`src/rtl/uart_fifo_bridge.sv`:
```
// rtl/uart_fifo_bridge.sv - buffered host front end between MMIO and the UART tx/rx cores
//
// uart_fifo_bridge ports:
//   clk, arst_n                      clock, synchronous active-low reset
//   wr_en, wr_data                   host push into the TX FIFO
//   tx_fifo_full/empty, tx_count     TX FIFO status
//   rd_en, rd_data                   host pop of the RX FIFO head (first-word-fall-through)
//   rx_fifo_full/empty, rx_count     RX FIFO status; rx_fifo_full also drives the rx core's rx_full
//   overrun, clr_overrun             sticky dropped-byte flag and its clear
//   tx_start, tx_din, tx_done, tx_idle   launch handshake with the tx core
//   rx_done_tick, rx_dout            completed byte from the rx core
//
// uart_fifo_bridge_fifo ports:
//   push/push_data, pop, head, full, empty, count -- circular FIFO, head reads 0 when empty

module uart_fifo_bridge_fifo #(
    parameter int W                  = 8,
    parameter int DEPTH              = 16,
    parameter bit PUSH_WHEN_FULL_POP = 1'b0
) (
    input  logic                     clk,
    input  logic                     arst_n,
    input  logic                     push,
    input  logic [W-1:0]             push_data,
    input  logic                     pop,
    output logic [W-1:0]             head,
    output logic                     full,
    output logic                     empty,
    output logic [$clog2(DEPTH):0]   count
);
    localparam int AW = $clog2(DEPTH);
    localparam int CW = AW + 1;

    logic [W-1:0]  mem [DEPTH];
    logic [AW-1:0] wr_ptr;
    logic [AW-1:0] rd_ptr;
    logic [CW-1:0] count_q;
    logic          pop_ok;
    logic          push_ok;

    assign full  = (count_q == CW'(DEPTH));
    assign empty = (count_q == '0);
    assign count = count_q;

    // A pop on an empty FIFO is ignored even when a push lands in the same cycle.
    assign pop_ok  = pop && !empty;
    // The RX side may accept a byte while full only because the head leaves in the same cycle.
    assign push_ok = push && (!full || (PUSH_WHEN_FULL_POP && pop_ok));

    always_ff @(posedge clk) begin
        if (!arst_n) begin
            wr_ptr  <= '0;
            rd_ptr  <= '0;
            count_q <= '0;
        end else begin
            // Power-of-two depth: pointers wrap by natural overflow.
            if (push_ok) wr_ptr <= wr_ptr + 1'b1;
            if (pop_ok)  rd_ptr <= rd_ptr + 1'b1;
            case ({push_ok, pop_ok})
                2'b10:   count_q <= count_q + 1'b1;
                2'b01:   count_q <= count_q - 1'b1;
                default: count_q <= count_q;
            endcase
        end
    end

    // Storage is intentionally not reset.
    always_ff @(posedge clk) begin
        if (arst_n && push_ok) mem[wr_ptr] <= push_data;
    end

    assign head = empty ? '0 : mem[rd_ptr];
endmodule

module uart_fifo_bridge #(
    parameter int DATA_BITS = 8,
    parameter int TX_DEPTH  = 16,
    parameter int RX_DEPTH  = 16
) (
    input  logic                        clk,
    input  logic                        arst_n,
    input  logic                        wr_en,
    input  logic [DATA_BITS-1:0]        wr_data,
    output logic                        tx_fifo_full,
    output logic                        tx_fifo_empty,
    output logic [$clog2(TX_DEPTH):0]   tx_count,
    input  logic                        rd_en,
    output logic [DATA_BITS-1:0]        rd_data,
    output logic                        rx_fifo_full,
    output logic                        rx_fifo_empty,
    output logic [$clog2(RX_DEPTH):0]   rx_count,
    output logic                        overrun,
    input  logic                        clr_overrun,
    output logic                        tx_start,
    output logic [DATA_BITS-1:0]        tx_din,
    input  logic                        tx_done,
    input  logic                        tx_idle,
    input  logic                        rx_done_tick,
    input  logic [DATA_BITS-1:0]        rx_dout
);
    typedef enum logic {
        S_IDLE = 1'b0,
        S_WAIT = 1'b1
    } state_t;

    state_t               state;
    logic                 launch;
    logic                 rx_drop;
    logic [DATA_BITS-1:0] tx_head;

    // Launch decision uses the registered empty flag, so a byte pushed this
    // cycle into an empty FIFO is only seen on the next cycle.
    assign launch = (state == S_IDLE) && !tx_fifo_empty && tx_idle;

    uart_fifo_bridge_fifo #(
        .W                  (DATA_BITS),
        .DEPTH              (TX_DEPTH),
        .PUSH_WHEN_FULL_POP (1'b0)
    ) u_tx_fifo (
        .clk       (clk),
        .arst_n    (arst_n),
        .push      (wr_en),
        .push_data (wr_data),
        .pop       (launch),
        .head      (tx_head),
        .full      (tx_fifo_full),
        .empty     (tx_fifo_empty),
        .count     (tx_count)
    );

    uart_fifo_bridge_fifo #(
        .W                  (DATA_BITS),
        .DEPTH              (RX_DEPTH),
        .PUSH_WHEN_FULL_POP (1'b1)
    ) u_rx_fifo (
        .clk       (clk),
        .arst_n    (arst_n),
        .push      (rx_done_tick),
        .push_data (rx_dout),
        .pop       (rd_en),
        .head      (rd_data),
        .full      (rx_fifo_full),
        .empty     (rx_fifo_empty),
        .count     (rx_count)
    );

    // Full implies non-empty, so rd_en alone decides whether the head frees a slot.
    assign rx_drop = rx_done_tick && rx_fifo_full && !rd_en;

    always_ff @(posedge clk) begin
        if (!arst_n) begin
            state    <= S_IDLE;
            tx_start <= 1'b0;
            tx_din   <= '0;
        end else begin
            case (state)
                S_IDLE: begin
                    if (launch) begin
                        tx_din   <= tx_head;
                        tx_start <= 1'b1;
                        state    <= S_WAIT;
                    end else begin
                        tx_start <= 1'b0;
                    end
                end
                S_WAIT: begin
                    tx_start <= 1'b0;
                    if (tx_done) state <= S_IDLE;
                end
                default: begin
                    tx_start <= 1'b0;
                    state    <= S_IDLE;
                end
            endcase
        end
    end

    // A drop in the same cycle as a clear leaves the flag set.
    always_ff @(posedge clk) begin
        if (!arst_n)          overrun <= 1'b0;
        else if (rx_drop)     overrun <= 1'b1;
        else if (clr_overrun) overrun <= 1'b0;
    end
endmodule

```
`config.mk`:
```
export PLATFORM = sky130hd
export DESIGN_NAME = uart_fifo_bridge
export DESIGN_NICKNAME = d
export VERILOG_FILES = /design/src/rtl/uart_fifo_bridge.sv
export SDC_FILE = /design/constraint.sdc
export NUM_CORES = 1
export LEC_CHECK = 0
export CORE_ASPECT_RATIO = 1.4
export CORE_MARGIN = 5
export CORE_UTILIZATION = 41
export DETAILED_ROUTE_END_ITERATION = 7
export DONT_BUFFER_PORTS = 1
export SLEW_MARGIN = 20
export SYNTH_ARGS = -nofsm -noshare
export SYNTH_HDL_FRONTEND = slang
export SYNTH_SLANG_ARGS = --single-unit
```
`constraint.sdc`:
```
create_clock -name clk -period 3.05 [get_ports clk]
set_input_delay 0.7625 -clock clk [delete_from_list [all_inputs] [get_ports clk]]
set_output_delay 0.7625 -clock clk [all_outputs]
set_load 0.05 [all_outputs]
```
==> Word-level counts from Yosys, hierarchy flattened <==
Memory sizes are Yosys's and may differ from the RTL's. A register that Yosys moved wholly into a read port is not among the register bits.
Index checks and enable logic that the tools add are counted.
{ "totals": {"register_bits": 29, "ramBits": 256, "inputBits": 24, "output_inout_bits": 32, "word_cells": 64, "n_memories": 2} }
{ "mem_list": {"columns": ["memory", "words", "word_bits", "read_ports", "rd_ports_with_merged_regs", "wr", "line", "source"], "rows": [
  ["u_rx_fifo.mem", 16, 8, 1, 1, 1, "34", "logic [W-1:0] mem [DEPTH];"],
  ["u_tx_fifo.mem", 16, 8, 1, 1, 1, "34", null]
]} }
{ "op_classes": {"add_sub_neg": 8, "n_eq_ne": 6, "muxes": 15, "bitwise_logic": 1, "n_reduce_logical": 23} }
{ "ops": {"columns": ["operator", "count"], "rows": [
  ["one-hot mux 5 bit (2 select lines)", 2],
  ["adder 4 x 1 -> 4 bit, second input constant", 4],
  ["adder 5 x 1 -> 5 bit, second input constant", 2],
  ["equality test 5 bit, second input constant", 2],
  ["logical AND 1 bit", 10],
  ["zero test 5 bit", 2],
  ["subtractor 5 x 1 -> 5 bit, second input constant", 2],
  ["two-way mux 1 bit", 8],
  ["two-way mux 4 bit", 2],
  ["two-way mux 8 bit", 1],
  ["zero test 1 bit", 6],
  ["nonzero test 2 bit", 3],
  ["equality test 2 x 1 -> 1 bit, second input constant", 2],
  ["equality test 2 bit, second input constant", 2],
  ["one-hot mux 1 bit (2 select lines)", 2],
  ["AND reduction 2 bit", 1],
  ["logical OR 1 bit", 1],
  ["inverter 1 bit", 1]
]} }

==> Longest topological paths before layout <==
Gate-level depths: netlist of the first run.
{ "depth": {"depth_word": 8, "mapped_depth": 11, "depth_no_buf": 11} }

==> Cells and area by module <==
Synthesis of the first run repeated with hierarchy kept, for this count alone.
{ "hier_totals": {"hier_cells": 700, "hier_area_um2": 12319.3} }
{ "modules_own_cells": {"columns": ["module", "instances", "cells_each", "area_per_inst_um2", "seq_area_each_um2"], "rows": [
  ["uart_fifo_bridge_fifo (u_rx_fifo)", 1, 334, 5988.2, 4184.0],
  ["uart_fifo_bridge_fifo (u_tx_fifo)", 1, 321, 5886.9, 4184.0],
  ["uart_fifo_bridge", 1, 45, 444.2, 220.2]
]} }

==> Least setup slack after synthesis of the first run <==
Ideal clock, no wire load.
{ "synth_path": {"path_kind": "register -> register", "start": "reg u_tx_fifo.count_q[0], in the netlist u_tx_fifo.count[0]", "end": "reg u_tx_fifo.count_q[4], in the netlist u_tx_fifo.count[4]", "setup_time_ns": 0.120, "arrival_ns": 3.054, "required_time_ns": 2.930, "slack_ns": -0.123, "stages_incl_launch_ff": 12, "n_path_buf": 1, "period_less_slack_ns": 3.173, "path_cell_list": "dfxtp_1 nor4_1 a21oi_1 clkbuf_1 ha_1 inv_1 fa_1 nor2b_1 o21ai_0 nand3_1 or3b_2 mux2i_1"} }
{ "synth_via": {"elab_chain_cells": 7, "elab_cells_between_ends": 14, "classes_between": "add/sub: 2; eq/ne: 3; mux: 1; reduce/logical: 8"} }
{ "synth_lines": {"columns": ["element", "line", "source"], "rows": [
  ["start: declaration", "37", "logic [CW-1:0] count_q;"],
  ["start signal: assignment", "60", "2'b10: count_q <= count_q + 1'b1;"],
  ["start signal: assignment", "61", "2'b01: count_q <= count_q - 1'b1;"],
  ["start signal: assignment", "62", "default: count_q <= count_q;"],
  ["zero test 5 bit *", "42", "assign empty = (count_q == '0);"],
  ["zero test 1 bit *", "46, 113", null],
  ["logical AND 1 bit (2 in series)", "113", "assign launch = (state == S_IDLE) && !tx_fifo_empty && tx_idle;"],
  ["logical AND 1 bit *", "46", "assign pop_ok = pop && !empty;"],
  ["net u_tx_fifo.pop_ok", "38", "logic pop_ok;"],
  ["equality test 2 x 1 -> 1 bit or equality test 2 bit (tied branches)", "59", "case ({push_ok, pop_ok})"],
  ["one-hot mux 5 bit (2 select lines) or nonzero test 2 bit (tied branches)", null, null]
]} }
The timed path passes the listed nets; every way through them passes the cells marked *.
A chain may end at the register's enable or synchronous reset.

==> results of run 1 <==
[worst max-delay path, stage by stage (launching register included)]
cell       delay, ns
dfxtp_4         0.45
clkbuf_16       0.21
mux4_2          0.50
mux2i_1         0.19
o22ai_1         0.12
buf_4           0.22
[sequential cells by signal, summed over array words and instances (netlist names), named ones only]
signal            cells
overrun               1
state                 1
tx_din                8
tx_start              1
u_rx_fifo.count       5
u_rx_fifo.mem       128
u_rx_fifo.rd_ptr      4
u_rx_fifo.wr_ptr      4
u_tx_fifo.count       5
u_tx_fifo.mem       128
u_tx_fifo.rd_ptr      4
u_tx_fifo.wr_ptr      4
[area by class of cell]
class	count	area share (%)
Tap cell	375	3.43
Clock buffer	36	5.57
Sequential cell	297	62.3
Inverter	19	0.521
Timing Repair Buffer	53	3.46
Multi-Input combinational cell	372	23.5
Clock inverter	18	1.23
[power breakdown]
group / internal [W] / switching (W) / leakage (nW)
Clock: 0.00196 / 0.00150 / 0.455
Combinational: 0.00103 / 0.00157 / 1.27
Sequential: 0.00461 / 0.000392 / 2.64
[cells by family after synthesis]
kind of cell	count (synthesis)
AOI/OAI and AO/OA	79
xor gates and xnor gates	16
adders and majority gates	19
buffers and inverters	51
DFF	297
muxes	116
and+or+nand+nor	142
[routing by layer]
layer,routed length [um],part of all wire (%)
met4,564,2.3
met3,1200,5.0
met1,8860,37
met2,13600,56
met5,0,0
[Yosys cell counts, drive strengths merged (8+ instances only)]
master and number:
o22ai 38, a21oi 10, nor2b 12, ha 17, buf 12, a31oi 8, clkbuf 20, dfxtp 41
and2 16, nand3 11, xnor2 11, o21ai 16, mux2i 82, inv 19, nor2 52, nand2 20
mux4 34, edfxtp 256, nand2b 9
[worst paths after layout]
check	to	from	cells after the start	slack, ns
setup / recovery	rd_data[1]	flop	5	0.04
hold / removal	u_rx_fifo.mem[8][4]	rx_dout[4]	0	0.30
hold reg to reg	u_rx_fifo.wr_ptr[2]	u_rx_fifo.wr_ptr[2]	2	0.56
setup reg to reg	u_tx_fifo.count[4]	u_tx_fifo.count[0]	11	0.32
[timing repair]
item	CTS	global route
pin swaps	2	2
resized for setup	8	3
buffers inserted	1	0
setup endpoints to repair	8	7
gates cloned	1	2
[through the flow]
stage	setup WS [ns]	instances	hold slack (ns)	area, um2	power [W]
finish	0.0430	1170	0.302	13700	0.0111
global route	-0.0403	1170	0.268	13700	0.0115
CTS	-0.00869	1168	0.269	13600	0.0111
detailed placement	0.149	1112	0.535	12600	0.00751
global placement	0.286	1112	0.513	12600	0.00746
floorplan	0.0786	720	0.491	11900	0.00689
==> summary.md, run 1 <==
| Metric | Value |
|---|---|
| Outcome | `finished, final reports clean` |
| Max VDD drop | `0.000604 V` |
| Clk sinks | `roughly 300` |
| ANT nets after route | `0` |
| Antenna violations before repair | `0` |
| Synth Area in XOR/XNOR | `roughly 1.2%` |
| Final period util | `between 90% and 100%` |
| IO Count | `56` |
| Power Dens Cells | `808 nW/um2` |
| Std cell rows | `73` |
| Avg Inst Size Synth | `16.5 um2` |
| Pre-antenna DRT Iters | `4` |
| GR peak layer | `met2` |
| EDFF count, synth | `256` |
| Unique masters post-synth | `about 40` |
| WP data required | `between 2 and 2.5 ns` |
| Highest Clock Rate | `~0.33 GHz` |
| Met1 Use GR | `between 10% and 20%` |
| CTS hold repair buffers | `0` |
| CTS tree | `done` |
| Antenna cells | `0` |
| Final WL | `roughly 24000 um` |
| CP Capture Type | `output port` |
| Global routing met3 resource utilization | `around 3.3%` |
| Final Util | `between 40% and 50%` |
| Finish-stage setup viols | `0` |
| Worst hold path class | `input port to flop` |
| Vias per cell | `about 5.3` |
| Final Net Count | `roughly 800` |
| Syn Inst Count | `720` |
| Leak Pwr | `between 4 and 5 nW` |
| Port bufs | `0` |
| Insertion delay of the later-clocked pin in the worst-skew pair | `about 0.55 ns` |
| Maximum fanout along the worst path | `8` |
| Worst-margin pin slew | `roughly 0.86 ns` |
| GRT Resource Usage Total | `between 10 and 15%` |
| Mux share of post-synthesis cell area | `between 10% and 20%` |
| Yosys reg bits | `between 200 and 300` |
| Largest net degree at the start of global routing | `50` |
| Die width | `around 150 um` |
| Most frequent cells in the layout | `256 x edfxtp_1, 78 x mux2i_1, 52 x nor2_1, 47 x buf_4, 37 x o22ai_1` |
| Starting DRT DRC Count | `358` |
| Synth warn | `0` |
| Clk root buf | `clkbuf_16` |
| Post-Syn Nets | `around 760` |
| Die height | `212 um` |
| Cell taking the most area after synthesis | `edfxtp_1` |
| Leading cell type in the layout, fill and taps excluded | `edfxtp_1` |
| Largest family of logic cells by synthesized area | `multiplexers` |
| Pins Over Slew Limit | `0` |
| Core region area | `roughly 28000 um2` |
| Sequential cell area fraction in the yosys report | `71.5%` |
| RSZ-0062 raised after global routing | `yes` |
| Layout cells sized above 1 | `19.6%` |
| CTS max path bufs | `3` |
| Number of global-route vias before repair | `about 6500` |
| Clock slew at reported path FFs | `around 0.06 ns` |
| Starting Density | `between 40% and 50%` |
| First-pass GRT wire length | `roughly 37000 um` |
| Setup TNS | `0 ns` |
| Post-DP HPWL | `around 16000 um` |
| Post-synth top flop | `edfxtp_1` |
| Critical path class | `flop to output port` |
| Grt ovf | `0` |
| Cts bufs inserted | `29` |
| Crit path arrival time | `about 2.2 ns` |
| Routed wire per std cell | `20.7 um` |
| H-tree Lvls | `1` |
| Minimum clock period | `3.01 ns` |
| Residual DRC | `0` |
| Max-slew headroom | `between 40% and 50%` |
| Vias | `between 6000 and 7000` |
| Mapped Area | `roughly 12000 um2` |
| Simple-gate portion of the synthesized area | `slightly above 6%` |
| Clock skew | `0.0190 ns` |
| Met2 global-route usage | `28.4%` |
| # Max-Cap Violations | `0` |
| Synth async-reset ratio | `0%` |
| CP startpoint kind | `flop` |
| Register area | `8520 um2` |
| Synth Area in Compound Gates | `between 4 and 5%` |
| Adder-Cell Fraction of Synth Area | `2.12%` |
| Largest cells by area after synthesis | `edfxtp_1 65%, dfxtp_1 6.9%, mux2i_1 6.9%, mux4_2 6.4%, o22ai_1 2.0%` |
| Share of the synthesized area in the top cell type | `64.6%` |
| GP Congestion | `about 0.8` |
| Syn-to-layout area delta | `15.0%` |
| Die footprint | `between 30000 and 40000 um2` |
| Fill cells | `2430` |
| Fin. Hold Viols | `0` |
| Multi-input logic area | `approximately 3200 um2` |
Power figures use the tool's default switching activity.
==> run 2, diff against run 1 <==
- ABC_CLOCK_PERIOD_IN_PS: default -> 3050
==> results of run 2 <==
Same layout as run 1: the final DEF is identical, and so are final timing and power.
